$ cat src/rtl/mult_pkg.sv
// rtl/mult_pkg.sv - shared widths and vector types for the array multiplier
package mult_pkg;

  localparam int DEFAULT_WIDTH = 2;

  // Full product width for a given operand width; the product never overflows it.
  function automatic int prod_width(input int w);
    return 2 * w;
  endfunction

  localparam int DEFAULT_PROD_WIDTH = prod_width(DEFAULT_WIDTH);

  typedef logic [DEFAULT_WIDTH-1:0]      operand_t;
  typedef logic [DEFAULT_PROD_WIDTH-1:0] product_t;

endpackage

$ cat src/rtl/full_adder.sv
// rtl/full_adder.sv - one-bit full adder cell of the reduction array
module full_adder (
  input  logic a,
  input  logic b,
  input  logic cin,
  output logic sum,
  output logic cout
);

  // Plain sum/majority; tying cin low turns this into a half adder.
  assign sum  = a ^ b ^ cin;
  assign cout = (a & b) | (a & cin) | (b & cin);

endmodule

$ cat src/rtl/multiplier_2bit.sv
// rtl/multiplier_2bit.sv - unsigned ripple-carry array multiplier with registered product
module multiplier_2bit
  import mult_pkg::*;
#(
  parameter int WIDTH = DEFAULT_WIDTH
) (
  input  logic                 clk,
  input  logic                 rst,
  input  logic [WIDTH-1:0]     A,
  input  logic [WIDTH-1:0]     B,
  output logic [2*WIDTH-1:0]   P
);

  localparam int PW = prod_width(WIDTH);

  // pp[i] is A gated by multiplier bit i, weighted by 2^i.
  logic [WIDTH-1:0] pp [WIDTH];

  // Row k takes the running sum (already shifted right by one) and adds pp[k].
  // Carries are kept as separate bits so the ripple chain is not a self-loop
  // through one packed vector.
  logic [WIDTH-1:0] row_in  [1:WIDTH-1];
  logic [WIDTH-1:0] row_sum [1:WIDTH-1];
  logic             row_cy  [1:WIDTH-1][WIDTH+1];

  logic [PW-1:0] prod_comb;

  genvar i, j, k;

  // Partial-product AND plane.
  generate
    for (i = 0; i < WIDTH; i++) begin : g_pp_row
      for (j = 0; j < WIDTH; j++) begin : g_pp_bit
        assign pp[i][j] = A[j] & B[i];
      end
    end
  endgenerate

  // Bit 0 of the product is settled by pp[0] alone; its upper bits seed row 1.
  assign prod_comb[0] = pp[0][0];
  assign row_in[1]    = {1'b0, pp[0][WIDTH-1:1]};

  // Adder array: each row retires one product bit and passes the rest down.
  generate
    for (k = 1; k < WIDTH; k++) begin : g_row
      assign row_cy[k][0] = 1'b0;
      for (j = 0; j < WIDTH; j++) begin : g_cell
        full_adder u_fa (
          .a    (pp[k][j]),
          .b    (row_in[k][j]),
          .cin  (row_cy[k][j]),
          .sum  (row_sum[k][j]),
          .cout (row_cy[k][j+1])
        );
      end
      assign prod_comb[k] = row_sum[k][0];
      if (k < WIDTH - 1) begin : g_pass
        assign row_in[k+1] = {row_cy[k][WIDTH], row_sum[k][WIDTH-1:1]};
      end else begin : g_last
        // The last row's carry-out is the product MSB.
        assign prod_comb[PW-1:WIDTH] = {row_cy[k][WIDTH], row_sum[k][WIDTH-1:1]};
      end
    end
  endgenerate

  // Product register; reset wins over the freshly computed product.
  always_ff @(posedge clk) begin
    if (rst) begin
      P <= '0;
    end else begin
      P <= prod_comb;
    end
  end

endmodule

$ cat config.mk
export PLATFORM = sky130hd
export DESIGN_NAME = multiplier_2bit
export DESIGN_NICKNAME = d
export VERILOG_FILES = /design/src/rtl/mult_pkg.sv /design/src/rtl/full_adder.sv /design/src/rtl/multiplier_2bit.sv
export SDC_FILE = /design/constraint.sdc
export NUM_CORES = 1
export LEC_CHECK = 0
export BUFFER_PORTS_ARGS = -buffer_cell sky130_fd_sc_hd__buf_2
export CAP_MARGIN = 20
export CORE_AREA = 2 2 39 41
export CTS_CLUSTER_DIAMETER = 80
export CTS_CLUSTER_SIZE = 28
export DETAILED_ROUTE_END_ITERATION = 8
export DIE_AREA = 0 0 41 43
export PLACE_DENSITY = 0.32
export SLEW_MARGIN = 20
export SYNTH_ARGS = -nofsm -noshare
export SYNTH_HDL_FRONTEND = slang
export SYNTH_SLANG_ARGS = --single-unit
$ cat constraint.sdc
create_clock -name clk -period 1.3 [get_ports clk]
set_input_delay 0.195 -clock clk [delete_from_list [all_inputs] [get_ports clk]]
set_output_delay 0.195 -clock clk [all_outputs]
set_load 0.02 [all_outputs]
==> results of run 1 <==
-- area by class of cell --
type	count	area, um^2
Clock buffer	3	22.5
Multi-Input combinational cell	9	71.3
Timing Repair Buffer	9	45.0
Tap cell	16	20.0
Fill cell	158	1140
Sequential cell	4	80.1
-- layer usage --
metal / global-route usage [%] / wire length (um) / part of all wire [%] / up-vias
met4: 10.0 / 19 / 6.3 / 0
met5: 0 / 0 / 0 / -
met2: 5.94 / 103 / 34 / 12
met1: 4.18 / 118 / 39 / 49
li1: - / - / - / 67
met3: 1.57 / 63 / 21 / 2
-- kinds of logic after synthesis --
logic type               synth area share [%]
adder cells (fa/ha/maj)                  16.5
flip-flops                               52.9
AND/OR/NAND/NOR                          30.6
-- stage by stage --
step / power (mW) / utilization (%) / setup slack, ns / area, um^2 / std cells
finish: 0.313 / 17.3 / 0.401 / 239 / 41
CTS: 0.324 / 17.3 / 0.399 / 239 / 41
global placement: 0.163 / 15.6 / 0.175 / 216 / 38
floorplan: 0.148 / - / 0.303 / 151 / 13
global route: 0.330 / 17.3 / 0.351 / 239 / 41
detailed placement: 0.164 / 15.6 / 0.155 / 216 / 38
-- final timing paths --
kind | end | slack [ns] | from | cells past startpoint
setup / recovery | P[2] | 0.40 | A[0] | 5
hold / removal | P[3] | 0.16 | rst | 2
-- cells in the mapped netlist --
| cell | count | area share, % |
|---|---|---|
| sky130_fd_sc_hd__dfxtp_1 | 4 | 53 |
| sky130_fd_sc_hd__and2_1 | 3 | 12 |
| sky130_fd_sc_hd__nor2b_1 | 3 | 12 |
| sky130_fd_sc_hd__ha_1 | 2 | 17 |
| sky130_fd_sc_hd__and3b_1 | 1 | 5.8 |
-- placed cells by master, fill, tap and decap left out --
master / n
sky130_fd_sc_hd__and2_1: 3
sky130_fd_sc_hd__and3b_1: 1
sky130_fd_sc_hd__nor2b_1: 3
sky130_fd_sc_hd__buf_2: 9
sky130_fd_sc_hd__ha_1: 2
sky130_fd_sc_hd__clkbuf_4: 3
sky130_fd_sc_hd__dfxtp_1: 4
-- report_power, final --
group          switching, mW  total (mW)  internal, mW
Combinational         0.0161      0.0321        0.0159
Sequential          0.000939       0.130         0.129
Clock                 0.0485       0.152         0.103
==> metrics.md, run 1 <==
| Metric | Value |
|---|---|
| Fmax | `1.11 GHz` |
| Number of buffers and inverters on the critical path | `1` |
| First DRT Iteration DRCs | `0` |
| Hold slack | `roughly 0.16 ns` |
| Total standard cell area after synthesis | `151 um^2` |
| CP max stage delay | `0.27 ns` |
| Max-capacitance violation count | `0` |
| Reg with most FFs | `P` |
| Sequential-to-total area share from yosys stat | `between 50% and 60%` |
| Global-route congestion overflow total | `0` |
| Weighted congestion reported at the end of routability-driven placement | `0.583` |
| Site row count | `14` |
| Cell with the biggest individual delay on the critical path | `sky130_fd_sc_hd__ha_1` |
| Setup TNS Final | `0 ns` |
| Antenna fix cells | `0` |
| Final WL | `about 300 um` |
| Longest Clk Path Bufs | `2` |
| Pin count of the biggest net entering global routing | `5` |
| VDD IR max | `approximately 150 uV` |
| Required time at the worst-slack endpoint | `approximately 1.4 ns` |
| Setup repair after global routing missed its margin | `false` |
| Number of nets with antenna violations after detailed routing | `0` |
| Number of instances in the synthesized netlist | `13` |
| Fraction of final layout cells with drive strength greater than 1 | `between 40 and 50%` |
| Effective utilization at floorplan | `between 10% and 20%` |
| TritonCTS clock tree | `yes` |
| Setup Viol. Count Final | `0` |
| Registers with the highest flip-flop counts | `P x4` |
| Most frequent cell on the critical path | `sky130_fd_sc_hd__ha_1` |
| H-tree lvl count | `1` |
| # IOs | `10` |
| CP endpoint kind | `flip-flop` |
| Core Area | `0.00138 mm^2` |
| Data arrival at the endpoint of the critical path | `between 1 and 1.5 ns` |
| Headroom to the max-slew limit | `approximately 90%` |
| Transition time at the pin with the least slew margin | `0.109 ns` |
| Final Critical Period | `between 0.8 and 0.9 ns` |
| CP Launch Type | `input port` |
| Largest register FFs | `4` |
| Detailed-route DRC error count | `0` |
| First-pass GRT wire length | `approximately 500 um` |
| Clock transition at the registers of the reported paths | `~0.040 ns` |
| Inserted Clock Buffers | `3` |
| Resized Gates After CTS | `0` |
| Per-cell via count in the routed design | `roughly 3.2` |
| Number of different library cells in the post-synthesis netlist | `5` |
| Mapped Avg Cell Area | `around 12 um^2` |
| Maximum fanout along the worst path | `2` |
| Min-delay worst type | `input port to flip-flop` |
| Post-synthesis sequential element count | `4` |
| Wire per inst | `between 7 and 8 um` |
| Count of final hold-check violations | `0` |
| Count of buffers inserted at the top-level ports | `9` |
| Antenna violations before repair | `0` |
| Die footprint | `between 0.0015 and 0.002 mm^2` |
| Layout-stage area growth over the synthesis result | `57.9%` |
| Fin. max-slew vios | `0` |
| Pre-Repair DR Iteration Count | `1` |
| Number of clock sinks | `4` |
| Die Ht | `43 um` |
| Net count of the mapped netlist | `21` |
| Net count, final | `35` |
| Post-CTS repair timing setup buffer count | `0` |
| Pwr per Cell Area | `around 1300 mW/mm^2` |
| Total routing resource utilization after global routing | `5.02%` |
| Count of hold buffers inserted by post-cts repair | `0` |
| Final clock period utilization by the worst path | `~69%` |
| Total of warnings raised by yosys | `0` |
| Cell chain of the critical path | `buf_2, and2_1, ha_1, ha_1, nor2b_1` |
| Root buffer cell | `sky130_fd_sc_hd__clkbuf_4` |
| Leak | `0.128 nW` |
| Number of vias after detailed routing | `130` |
| Family with the most delay on the worst path | `adder cells` |
| Horizontal die dimension | `41 um` |
| Vias in the first global route | `roughly 140` |
| Status | `completed` |
| Category of the most critical setup path | `input port to flip-flop` |
No activity file was read; power rests on OpenSTA's default activity.
==> inputs of run 2 (changes only) <==
- clock period: 1.3 -> 0.9 ns (I/O delays scaled with it)
==> run 2 against run 1 <==
Sequential share of layout area is 3.7 points lower. Global-route usage is 0.51 points lower. Clock power is 40% higher. Sequential power is 44% higher. First-iteration DRC count stayed put. Worst setup slack worse by 0.31 ns.
==> metrics.md, run 2 (synthesis results as in run 1) <==
| Metric | Value |
|---|---|
| Count of hold buffers inserted by post-cts repair | `0` |
| Setup Viol. Count Final | `0` |
| Pre-Repair DR Iteration Count | `1` |
| Weighted congestion reported at the end of routability-driven placement | `0.521` |
| Category of the most critical setup path | `flip-flop to output pin` |
| Cell area after layout | `269 um^2` |
| Vias in the first global route | `132` |
| Leak | `0.129 nW` |
| Count of buffers inserted at the top-level ports | `9` |
| Layout-stage area growth over the synthesis result | `77.7%` |
| Net count, final | `35` |
| Post-CTS repair timing setup buffer count | `0` |
| Min-delay worst type | `input port to flip-flop` |
| Effective utilization at floorplan | `approximately 11%` |
| Horizontal die dimension | `between 40 and 50 um` |
| Setup WS post-layout | `0.0899 ns` |
| Setup repair after global routing missed its margin | `false` |
| Largest register FFs | `4` |
| Final WL | `a little over 300 um` |
| Final clock period utilization by the worst path | `roughly nine tenths` |
| Detailed-route DRC error count | `0` |
| Final HPWL from detailed placement | `between 200 and 300 um` |
| Number of nets with antenna violations after detailed routing | `0` |
| Inserted Clock Buffers | `3` |
| Die footprint | `about 0.0018 mm^2` |
| Transition time at the pin with the least slew margin | `around 0.11 ns` |
| Wire per inst | `7.46 um` |
| Global-route congestion overflow total | `0` |
| Number of fill cells in the layout | `about 150` |
| Registers with the highest flip-flop counts | `P x4` |
| Final Critical Period | `a little over 0.8 ns` |
| Number of vias after detailed routing | `about 130` |
| Cell chain of the critical path | `buf_2` |
| Number of buffers and inverters on the critical path | `1` |
| Required time at the worst-slack endpoint | `0.76 ns` |
| Core Area | `0.00138 mm^2` |
| CP max stage delay | `0.29 ns` |
| Most frequent cells in the layout | `sky130_fd_sc_hd__buf_2, sky130_fd_sc_hd__dfxtp_1, sky130_fd_sc_hd__nor2b_1, sky130_fd_sc_hd__clkbuf_4` |
| Reg with most FFs | `P` |
| Data arrival at the endpoint of the critical path | `slightly below 0.7 ns` |
| First-pass GRT wire length | `between 400 and 500 um` |
| Total routing resource utilization after global routing | `4.51%` |
| Number of clock sinks | `4` |
| VDD IR max | `roughly 250 uV` |
| Cell with the biggest individual delay on the critical path | `sky130_fd_sc_hd__dfxtp_1` |
| Per-cell via count in the routed design | `3.12` |
| Site row count | `14` |
| Longest Clk Path Bufs | `2` |
| Maximum fanout along the worst path | `1` |
| CP endpoint kind | `output pin` |
| Fraction of final layout cells with drive strength greater than 1 | `64.0%` |
| Max-capacitance violation count | `0` |
| First DRT Iteration DRCs | `0` |
| CP Launch Type | `flip-flop` |
| Fin. max-slew vios | `0` |
| Resized Gates After CTS | `0` |
| Clock transition at the registers of the reported paths | `roughly 0.04 ns` |
| Area used by multi-input combinational logic | `101 um^2` |
| Setup slack at placement | `-0.109 ns` |
| DP Area | `roughly 250 um^2` |
| Antenna fix cells | `0` |
| Die Ht | `roughly 43 um` |
| TritonCTS clock tree | `yes` |
| Antenna violations before repair | `0` |
| Count of final hold-check violations | `0` |
| Root buffer cell | `sky130_fd_sc_hd__clkbuf_4` |
| Headroom to the max-slew limit | `about 93%` |
| Family with the most delay on the worst path | `flip-flops` |
| # IOs | `10` |
| Pin count of the biggest net entering global routing | `5` |
| Status | `completed` |
| Fmax | `around 1.2 GHz` |
| Register Area | `approximately 80 um^2` |
| Pwr per Cell Area | `1710 mW/mm^2` |
| H-tree lvl count | `1` |
| Most frequent standard cell in the layout excluding fill and tap cells | `sky130_fd_sc_hd__buf_2` |
run 2: final cells by class:
class                   count  share of cell area [%]
clock buffers               3                    8.37
flip-flops and latches      4                    29.8
well taps                  16                    7.44
multi-input cells           9                    37.7
repair buffers              9                    16.7
run 2: metal layers:
metal | global-route usage (%) | vias to the layer above | routed length, um
met5 | 0 | - | 0
met4 | 8.00 | 0 | 0
met3 | 1.57 | 0 | 55
met2 | 3.44 | 10 | 104
met1 | 6.09 | 52 | 145
li1 | - | 66 | -
run 2: worst paths after layout:
| kind | endpoint | slack (ns) | cells after the start | start |
|---|---|---|---|---|
| hold / removal | P[3] | 0.11 | 2 | rst |
| setup / recovery | P[2] | 0.09 | 1 | P[2] |
run 2: report_power, final:
group / leakage (nW) / internal (mW) / total (mW) / switching (mW)
registers: 0.0328 / 0.186 / 0.187 / 0.00135
clock network: 0.0138 / 0.149 / 0.213 / 0.0647
logic: 0.0823 / 0.0302 / 0.0586 / 0.0284
total: 0.129 / 0.365 / 0.459 / 0.0944
run 2: metrics by stage:
stage | utilization (%) | hold WS (ns) | setup TNS (ns) | power, mW | cells
finish | 19.4 | 0.110 | 0 | 0.459 | 41
global route | 19.4 | 0.111 | 0 | 0.485 | 41
CTS | 19.4 | 0.101 | 0 | 0.478 | 41
detailed placement | 17.8 | 0.352 | -0.138 | 0.249 | 38
global placement | 17.8 | 0.354 | -0.118 | 0.248 | 38
floorplan | - | 0.207 | 0 | 0.224 | 13
==> inputs of run 3 (changes only) <==
- HOLD_SLACK_MARGIN: default -> 0.06
- PLACE_DENSITY: 0.32 -> 0.34
- SYNTH_HIERARCHICAL: default -> 1
==> run 3 against run 2 <==
The flow now finishes with violations (negative setup slack). Core utilization up 1.1 points. Global-route usage grew 0.33 points. Die area unchanged. Combinational power is 55% higher. Non-clock buffer count is the same. Sequential power is 4% higher. Worst setup slack worse by 0.35 ns. Sequential cell count did not move. Sequential share of layout area fell by 1.6 points.
==> metrics.md, run 3 <==
| Metric | Value |
|---|---|
| Global-route congestion overflow total | `0` |
| Net count, final | `37` |
| Number of instances in the synthesized netlist | `14` |
| Final clock period utilization by the worst path | `129%` |
| Die footprint | `between 0.0015 and 0.002 mm^2` |
| Status | `complete, but fails checks` |
| Reg with most FFs | `P` |
| Pre-Repair DR Iteration Count | `1` |
| Number of nets with antenna violations after detailed routing | `0` |
| Final HPWL from detailed placement | `around 280 um` |
| Number of synthesized flops with an enable pin | `0` |
| Setup Viol. Count Final | `2` |
| Logic pwr share | `between 10% and 20%` |
| CP max stage delay | `0.43 ns` |
| Post-synthesis sequential element count | `4` |
| Leak | `0.140 nW` |
| Max-capacitance violation count | `0` |
| Final WL | `323 um` |
| Data arrival at the endpoint of the critical path | `roughly 1.3 ns` |
| Proportion of total power due to net switching | `22.6%` |
| Total standard cell area after synthesis | `170 um^2` |
| Antenna fix cells | `0` |
| Fraction of final layout cells with drive strength greater than 1 | `about 60%` |
| Most used DFF post-synth | `sky130_fd_sc_hd__dfxtp_1` |
| Most heavily used metal layer in global routing | `met4` |
| Maximum fanout along the worst path | `2` |
| Psw | `113 uW` |
| Flop pwr share | `between 30% and 40%` |
| Most common cell in the synthesized netlist | `sky130_fd_sc_hd__dfxtp_1` |
| Inserted Clock Buffers | `3` |
| Die Ht | `between 40 and 50 um` |
| Routing usage on met2 | `6.25%` |
| Count of buffers inserted at the top-level ports | `9` |
| Clock transition at the registers of the reported paths | `roughly 0.040 ns` |
| Synth area leader | `sky130_fd_sc_hd__dfxtp_1` |
| First DRT Iteration DRCs | `0` |
| Global routing usage on met3 | `1.57%` |
| Core Area | `0.00138 mm^2` |
| VDD IR max | `between 200 and 300 uV` |
| Failing checks | `negative setup slack` |
| Most frequent cells in the layout | `sky130_fd_sc_hd__buf_2, sky130_fd_sc_hd__dfxtp_1, sky130_fd_sc_hd__and2_4, sky130_fd_sc_hd__nor2b_1, sky130_fd_sc_hd__clkbuf_4` |
| Pin count of the biggest net entering global routing | `5` |
| Cell area after layout | `about 280 um^2` |
| Wire per inst | `roughly 7.5 um` |
| CP Launch Type | `input port` |
| Per-cell via count in the routed design | `around 3` |
| Effective utilization at floorplan | `12.3%` |
| DP Area | `246 um^2` |
| Total of warnings raised by yosys | `6` |
| Family with the most delay on the worst path | `adder cells` |
| Internal power | `between 300 and 400 uW` |
| Required time at the worst-slack endpoint | `1.02 ns` |
| Longest Clk Path Bufs | `2` |
| Setup repair after global routing missed its margin | `true` |
| Registers with the highest flip-flop counts | `P x4` |
| CP endpoint kind | `flip-flop` |
| Biggest area contributors in the synthesized netlist | `sky130_fd_sc_hd__dfxtp_1, sky130_fd_sc_hd__fa_1, sky130_fd_sc_hd__and2_1` |
| Detailed-route DRC error count | `0` |
| Number of buffers and inverters on the critical path | `1` |
| Vias in the first global route | `about 140` |
| Power after layout | `about 500 uW` |
| Weighted congestion reported at the end of routability-driven placement | `0.569` |
| Setup WS post-layout | `-0.261 ns` |
| Fmax | `roughly 0.86 GHz` |
| Number of vias after detailed routing | `roughly 130` |
| Sequential-to-total area share from yosys stat | `about 47%` |
| First-pass GRT wire length | `503 um` |
| Pwr per Cell Area | `around 1800 mW/mm^2` |
| Category of the most critical setup path | `input port to flip-flop` |
| Horizontal die dimension | `a little over 40 um` |
| Most frequent standard cell in the layout excluding fill and tap cells | `sky130_fd_sc_hd__buf_2` |
| Number of different library cells in the post-synthesis netlist | `6` |
| H-tree lvl count | `1` |
| Cell with the biggest individual delay on the critical path | `sky130_fd_sc_hd__fa_1` |
| Met1 routing resource usage after global routing | `~4.2%` |
| Final Critical Period | `about 1.2 ns` |
| Layout-stage area growth over the synthesis result | `66.9%` |
| Root buffer cell | `sky130_fd_sc_hd__clkbuf_4` |
| Count of hold buffers inserted by post-cts repair | `0` |
| Clock network fraction of total power | `between 40% and 50%` |
| Min-delay worst type | `input port to flip-flop` |
| Cell chain of the critical path | `buf_6, and2_4, fa_2, fa_1, nor2b_1` |
| Fin. max-slew vios | `0` |
| Total routing resource utilization after global routing | `just under 5%` |
| Async set or reset register ratio after synthesis | `0%` |
| Antenna violations before repair | `0` |
| Site row count | `14` |
| # IOs | `10` |
| Number of clock sinks | `4` |
| Mapped Avg Cell Area | `12.2 um^2` |
| Top cell type's share of synthesized area | `47.1%` |
| TritonCTS clock tree | `yes` |
| Largest register FFs | `4` |
| Most frequent cells after synthesis | `sky130_fd_sc_hd__dfxtp_1, sky130_fd_sc_hd__and2_1, sky130_fd_sc_hd__nor2b_1` |
| Count of final hold-check violations | `0` |
[run 3: changes by cell type in the layout (fill, tap and decap cells not counted), moves of 2 or more]
| cell | previous run | this run |
|---|---|---|
| sky130_fd_sc_hd__ha_4 | 2 | 0 |
| sky130_fd_sc_hd__conb_1 | 0 | 2 |
| sky130_fd_sc_hd__buf_2 | 9 | 7 |
| sky130_fd_sc_hd__buf_6 | 0 | 2 |
[run 3: metrics by stage]
step | setup WS, ns | hold slack (ns) | TNS, ns | std cells | utilization [%]
2_1_floorplan | -0.0577 | 0.207 | -0.105 | 15 | -
3_5_place_dp | -0.550 | 0.349 | -1.24 | 40 | 17.8
4_1_cts | -0.283 | 0.104 | -0.509 | 43 | 19.9
3_3_place_gp | -0.535 | 0.351 | -1.20 | 40 | 17.8
5_1_grt | -0.283 | 0.115 | -0.505 | 43 | 20.5
6_report | -0.261 | 0.112 | -0.465 | 43 | 20.5
[run 3: area by class of cell]
cell class	instances	area, um^2
fill	153	1100
clock buffer	3	22.5
multi-input combinational	11	104
tap	16	20.0
timing repair buffer	9	57.6
sequential	4	80.1
[run 3: cells by family (layout without fill, tap and decap cells)]
kind of cell / after synthesis / count (layout) / share of synthesized area, %
buffers and inverters: 0 / 12 / 0
other: 1 / 2 / 2.20
adders and majority gates: 2 / 2 / 23.5
and+or+nand+nor: 7 / 7 / 27.2
DFF: 4 / 4 / 47.1
[run 3: what timing repair did]
item,in CTS,in global routing
endpoints found under the setup margin,2,2
resized for setup,1,2
setup buffers,0,0
pin swaps,3,1
[run 3: worst paths after layout]
path | startpoint | end | slack, ns | cells past startpoint
setup / recovery | B[0] | P[2] | -0.26 | 5
hold / removal | rst | P[2] | 0.11 | 2
[run 3: layer usage]
layer | vias up | share of wire, %
met5 | - | 0
met4 | 0 | 0
met3 | 0 | 21
met2 | 10 | 40
met1 | 51 | 39
li1 | 66 | -
[run 3: power by group through the flow]
stage | sequential, mW | clock (mW) | combinational, mW
after floorplan | 0.217 | 0 | 0.0320
after global placement | 0.197 | 0 | 0.0828
after detailed placement | 0.198 | 0 | 0.0850
after CTS | 0.195 | 0.228 | 0.0872
after global routing | 0.197 | 0.236 | 0.101
final | 0.195 | 0.215 | 0.0906
